[config.mk]
export PLATFORM = sky130hd
export DESIGN_NAME = trigger_capture
export DESIGN_NICKNAME = d
export VERILOG_FILES = /design/src/rtl/trigger_capture.sv
export SDC_FILE = /design/constraint.sdc
export NUM_CORES = 1
export LEC_CHECK = 0
export ABC_CLOCK_PERIOD_IN_PS = 7010
export CORE_MARGIN = 10
export CORE_UTILIZATION = 50
export CTS_BUF_LIST = sky130_fd_sc_hd__clkbuf_4
export CTS_CLUSTER_DIAMETER = 80
export DETAILED_ROUTE_END_ITERATION = 7
export PLACE_DENSITY = 0.79
export SLEW_MARGIN = 20
export SYNTH_ARGS = -nofsm -noshare
export SYNTH_HDL_FRONTEND = slang
export SYNTH_SLANG_ARGS = --single-unit
[constraint.sdc]
create_clock -name clk_i -period 7.01 [get_ports clk_i]
set_clock_uncertainty 0.2 [all_clocks]
set_input_delay 1.0515 -clock clk_i [delete_from_list [all_inputs] [get_ports clk_i]]
set_output_delay 1.0515 -clock clk_i [all_outputs]
set_load 0.05 [all_outputs]
[src/rtl/trigger_capture.sv]
// Edge/level trigger on a first-word-fall-through FIFO stream; captures len samples after the trigger into a registered valid/ready output.
// Output sample registered one cycle after its pop; a downstream stall holds the sample and pauses FIFO pops (capture only).
module trigger_capture #(
    parameter int DATA_SIZE = 12,
    parameter int LEN_SIZE  = 10,
    parameter int TMO_SIZE  = 16
) (
    input  logic                 clk_i,
    input  logic                 rst_i,
    input  logic [DATA_SIZE-1:0] fifo_data_i,
    input  logic                 fifo_empty_i,
    output logic                 fifo_inc_o,
    input  logic                 arm_i,
    input  logic                 abort_i,
    input  logic                 auto_i,
    input  logic                 rising_i,
    input  logic [DATA_SIZE-1:0] level_i,
    input  logic [LEN_SIZE-1:0]  len_i,
    input  logic [TMO_SIZE-1:0]  timeout_i,
    output logic [DATA_SIZE-1:0] sample_o,
    output logic                 sample_valid_o,
    input  logic                 sample_ready_i,
    output logic                 trig_o,
    output logic                 forced_o,
    output logic                 busy_o,
    output logic                 done_o
);

    localparam logic [1:0] S_IDLE    = 2'd0;
    localparam logic [1:0] S_ARMED   = 2'd1;
    localparam logic [1:0] S_CAPTURE = 2'd2;
    localparam logic [1:0] S_DONE    = 2'd3;

    logic [1:0]           state;
    logic                 rising_q;
    logic                 auto_q;
    logic [DATA_SIZE-1:0] level_q;
    logic [LEN_SIZE-1:0]  len_q;
    logic [TMO_SIZE-1:0]  timeout_q;
    logic [TMO_SIZE-1:0]  tmo_cnt;
    logic [DATA_SIZE-1:0] prev;
    logic                 prev_vld;
    logic [LEN_SIZE-1:0]  cnt;

    logic pop;
    logic hit_rise;
    logic hit_fall;
    logic natural_hit;
    logic tmo_reached;

    assign hit_rise    = prev_vld && (prev < level_q) && (fifo_data_i >= level_q);
    assign hit_fall    = prev_vld && (prev > level_q) && (fifo_data_i <= level_q);
    assign natural_hit = rising_q ? hit_rise : hit_fall;
    assign tmo_reached = auto_q && (tmo_cnt >= timeout_q);

    always_comb begin
        pop = 1'b0;
        if (rst_i && !abort_i) begin
            case (state)
                S_CAPTURE: pop = !fifo_empty_i && (!sample_valid_o || sample_ready_i) && (cnt < len_q);
                default:   pop = !fifo_empty_i;
            endcase
        end
    end

    assign fifo_inc_o = pop;
    assign busy_o     = (state == S_ARMED) || (state == S_CAPTURE);
    assign done_o     = (state == S_DONE);

    always_ff @(posedge clk_i) begin
        if (!rst_i) begin
            state          <= S_IDLE;
            rising_q       <= 1'b0;
            auto_q         <= 1'b0;
            level_q        <= '0;
            len_q          <= '0;
            timeout_q      <= '0;
            tmo_cnt        <= '0;
            prev           <= '0;
            prev_vld       <= 1'b0;
            cnt            <= '0;
            sample_o       <= '0;
            sample_valid_o <= 1'b0;
            trig_o         <= 1'b0;
            forced_o       <= 1'b0;
        end else begin
            trig_o <= 1'b0;
            if (abort_i) begin
                state          <= S_IDLE;
                sample_valid_o <= 1'b0;
            end else begin
                case (state)
                    S_IDLE, S_DONE: begin
                        if (arm_i) begin
                            rising_q  <= rising_i;
                            auto_q    <= auto_i;
                            level_q   <= level_i;
                            len_q     <= (len_i == '0) ? LEN_SIZE'(1) : len_i;
                            timeout_q <= timeout_i;
                            tmo_cnt   <= '0;
                            prev_vld  <= 1'b0;
                            forced_o  <= 1'b0;
                            state     <= S_ARMED;
                        end
                    end
                    S_ARMED: begin
                        if (auto_q && (tmo_cnt != '1)) begin
                            tmo_cnt <= tmo_cnt + TMO_SIZE'(1);
                        end
                        if (pop) begin
                            prev     <= fifo_data_i;
                            prev_vld <= 1'b1;
                            // A genuine crossing wins over the timeout, so forced_o only marks true auto-triggers.
                            if (natural_hit || tmo_reached) begin
                                sample_o       <= fifo_data_i;
                                sample_valid_o <= 1'b1;
                                trig_o         <= 1'b1;
                                forced_o       <= !natural_hit;
                                cnt            <= LEN_SIZE'(1);
                                state          <= S_CAPTURE;
                            end
                        end
                    end
                    S_CAPTURE: begin
                        if (pop) begin
                            sample_o       <= fifo_data_i;
                            sample_valid_o <= 1'b1;
                            cnt            <= cnt + LEN_SIZE'(1);
                        end else if (sample_valid_o && sample_ready_i) begin
                            sample_valid_o <= 1'b0;
                            if (cnt == len_q) begin
                                state <= S_DONE;
                            end
                        end
                    end
                    default: state <= S_IDLE;
                endcase
            end
        end
    end

endmodule
==> impl_metrics.json <==
{
  "status": "complete, no violations",
  "regArea_mm2": 0.00192,
  "yosys-top-cells-area": "dfxtp_1, ha_1, nand2_1",
  "layout-area-overhead-vs-synth_pct": 17.3,
  "cts-htree-levels": 3,
  "synth-seq-cells": 96,
  "hp-class": "reg2reg",
  "fmax_mhz": 195,
  "drt_iter0_drc": 356,
  "power_density_mw_per_mm2": 166,
  "dieArea_mm2": 0.0155,
  "arrival_ns": 3.88,
  "async_flop_share_pct": 0,
  "syn-num-nets": 784,
  "diodes": 0,
  "drcViolationCount": 0,
  "multi_input_area_mm2": 0.00321,
  "wire_per_inst_um": 15.4,
  "rows": 38,
  "netlist_top_cells_count": "nand2_1, dfxtp_1, ha_1",
  "drive_above_1_share_pct": 4.48,
  "grt_pass1_vias": 4802,
  "worst_setup_path_start_kind": "primary input",
  "synth_area_mm2": 0.00545,
  "path_class": "in2out",
  "hold_ws_ns": 0.269,
  "min_period_ns": 5.13,
  "hold_buffers": 0,
  "cts_tree": "yes",
  "comb_power_share_pct": 19.4,
  "core_mm2": 0.0107,
  "fin_crit_sh_pct": 73.1,
  "p_sw_uw": 335,
  "synth-edff-count": 0,
  "post_cts_buffers": 0,
  "cts.sinks": 96,
  "gp_congestion": 0.885,
  "vias": 4832,
  "yosysWarnings": 0,
  "setup_viol": 0,
  "final_net_count": 845,
  "clock_path_buffers": 2,
  "clk_latency_ns": 0.47,
  "io_pins": 76,
  "critPathSlowestCell": "clkdlybuf4s50_1",
  "synth.largest_area_cell": "dfxtp_1",
  "grt_use_total_pct": 17.1,
  "cp_data_required_time_ns": 5.76,
  "start_util_pct": 50.7,
  "cts_buffers": 9,
  "vias_per_cell": 5.52,
  "antenna_found_initial": 0,
  "critPathTopFamily": "buffers and inverters",
  "n_fill_cell": 992,
  "maxSlewHeadroom_pct": 40.0,
  "fin_setup_tns_ns": 0,
  "dieHeight_um": 124,
  "worstPathCellList": "clkdlybuf4s50_1, nand2b_2, a2111oi_4, o211ai_1, a2bb2oi_1, nor2b_1, inv_4, clkdlybuf4s50_1",
  "clkPwrFrac_pct": 26.6,
  "max_cap_viol_count": 0,
  "clockRootBuffer": "clkbuf_4",
  "worstSetupEndpointType": "primary output",
  "hpwl_um": 10100,
  "synth-seq-area-share_pct": 35.3,
  "grt_pass1_wl_um": 22700,
  "critPathBufInv": 3,
  "overflow": 0,
  "yosysMostFrequentCell": "nand2_1",
  "clk_pin_slew_worst_paths_ns": 0.16,
  "pwr-share-seq_pct": 54.1,
  "wl_um": 13500,
  "dp_cells": 860,
  "path_max_fanout": 17,
  "final-hold-violation-count": 0,
  "detail-route-antenna-nets": 0,
  "max_stage_delay_ns": 0.75,
  "io_buffer_count": 75,
  "cts_resized": 0,
  "synth_ff_type": "dfxtp_1",
  "vdd_ir_drop_max_mv": 0.0894,
  "rsz0062_at_grt": "false",
  "slew_viol_final": 0,
  "avgSynthCellArea_um2": 8.13,
  "dr.pass1.iters": 5,
  "grt_max_degree": 91,
  "p_int_uw": 728,
  "dieWidth_um": 124,
  "stdcell_count": 876,
  "switching_share_pct": 31.5,
  "path_common_cell": "clkdlybuf4s50_1",
  "power.leakage_nw": 2.38,
  "synth_cell_types": 57,
  "synth_top_area_share_pct": 35.3,
  "syn_inst": 670,
  "tightest_slew_ns": 0.901
}
==> routing by layer <==
layer,routed length [um],GRT usage (%),vias up
met5,0,0,-
met4,265,6.65,0
met3,563,2.81,29
met2,6310,28.0,130
met1,6360,21.9,2239
li1,-,-,2434
==> power by group through the flow <==
stage / registers (mW) / logic [mW] / clock network (mW)
3_3_place_gp: 0.585 / 0.198 / 0
2_1_floorplan: 0.594 / 0.120 / 0
3_5_place_dp: 0.586 / 0.205 / 0
4_1_cts: 0.574 / 0.206 / 0.285
5_1_grt: 0.577 / 0.229 / 0.307
6_report: 0.574 / 0.206 / 0.282
==> cells by family after synthesis <==
family / Yosys count / share of synthesized area (%)
simple gates: 266 / 21.5
compound gates: 144 / 19.5
flops: 96 / 35.3
buf+inv: 79 / 5.93
fa+ha+maj: 56 / 12.9
mux: 15 / 2.76
xor+xnor: 14 / 2.25
==> final cells by class <==
class                   instances  share of cell area, %
repair buffers                 78                   12.0
inverters                      51                   3.03
well taps                     140                   2.74
clock inverters                 7                  0.842
clock buffers                   9                   1.06
multi-input cells             495                   50.2
flip-flops and latches         96                   30.1
==> worst min-delay path: stages (launching register included) <==
cell	delay [ns]
dfxtp_1	0.35
nand2_1	0.05
mux2i_1	0.05
==> placed cells by master (no fill, tap or decap), types with 16 or more instances in the layout <==
cell	count
nand2_1	151
dfxtp_1	96
clkdlybuf4s50_1	74
ha_1	56
a21boi_0	51
inv_1	50
nor2_1	32
a21oi_1	21
nand3_1	21
nor3_1	16
==> registers in the layout, indices dropped and copies added (netlist names) <==
register        count
timeout_q          16
tmo_cnt            16
level_q            12
prev               12
sample_o           12
cnt                10
len_q              10
state               2
auto_q              1
forced_o            1
prev_vld            1
rising_q            1
sample_valid_o      1
trig_o              1
==> final timing paths <==
kind	from	end	slack [ns]	cells after the start
worst max-delay path	abort_i	fifo_inc_o	1.88	8
worst min-delay path	sample_o[2]	sample_o[2]	0.27	2
worst max register to register	cnt[0]	cnt[7]	3.54	11
worst min register to register	sample_o[2]	sample_o[2]	0.27	2
==> metrics by stage <==
stage | worst slack, ns | util [%] | total power [mW] | area, um^2
2_1_floorplan | 3.25 | - | 0.714 | 5450
3_3_place_gp | 1.98 | 58.3 | 0.783 | 6270
3_5_place_dp | 1.89 | 58.3 | 0.791 | 6270
4_1_cts | 1.88 | 59.5 | 1.07 | 6390
5_1_grt | 1.71 | 59.5 | 1.11 | 6390
6_report | 1.88 | 59.5 | 1.06 | 6390
Power figures use the tool's default switching activity.
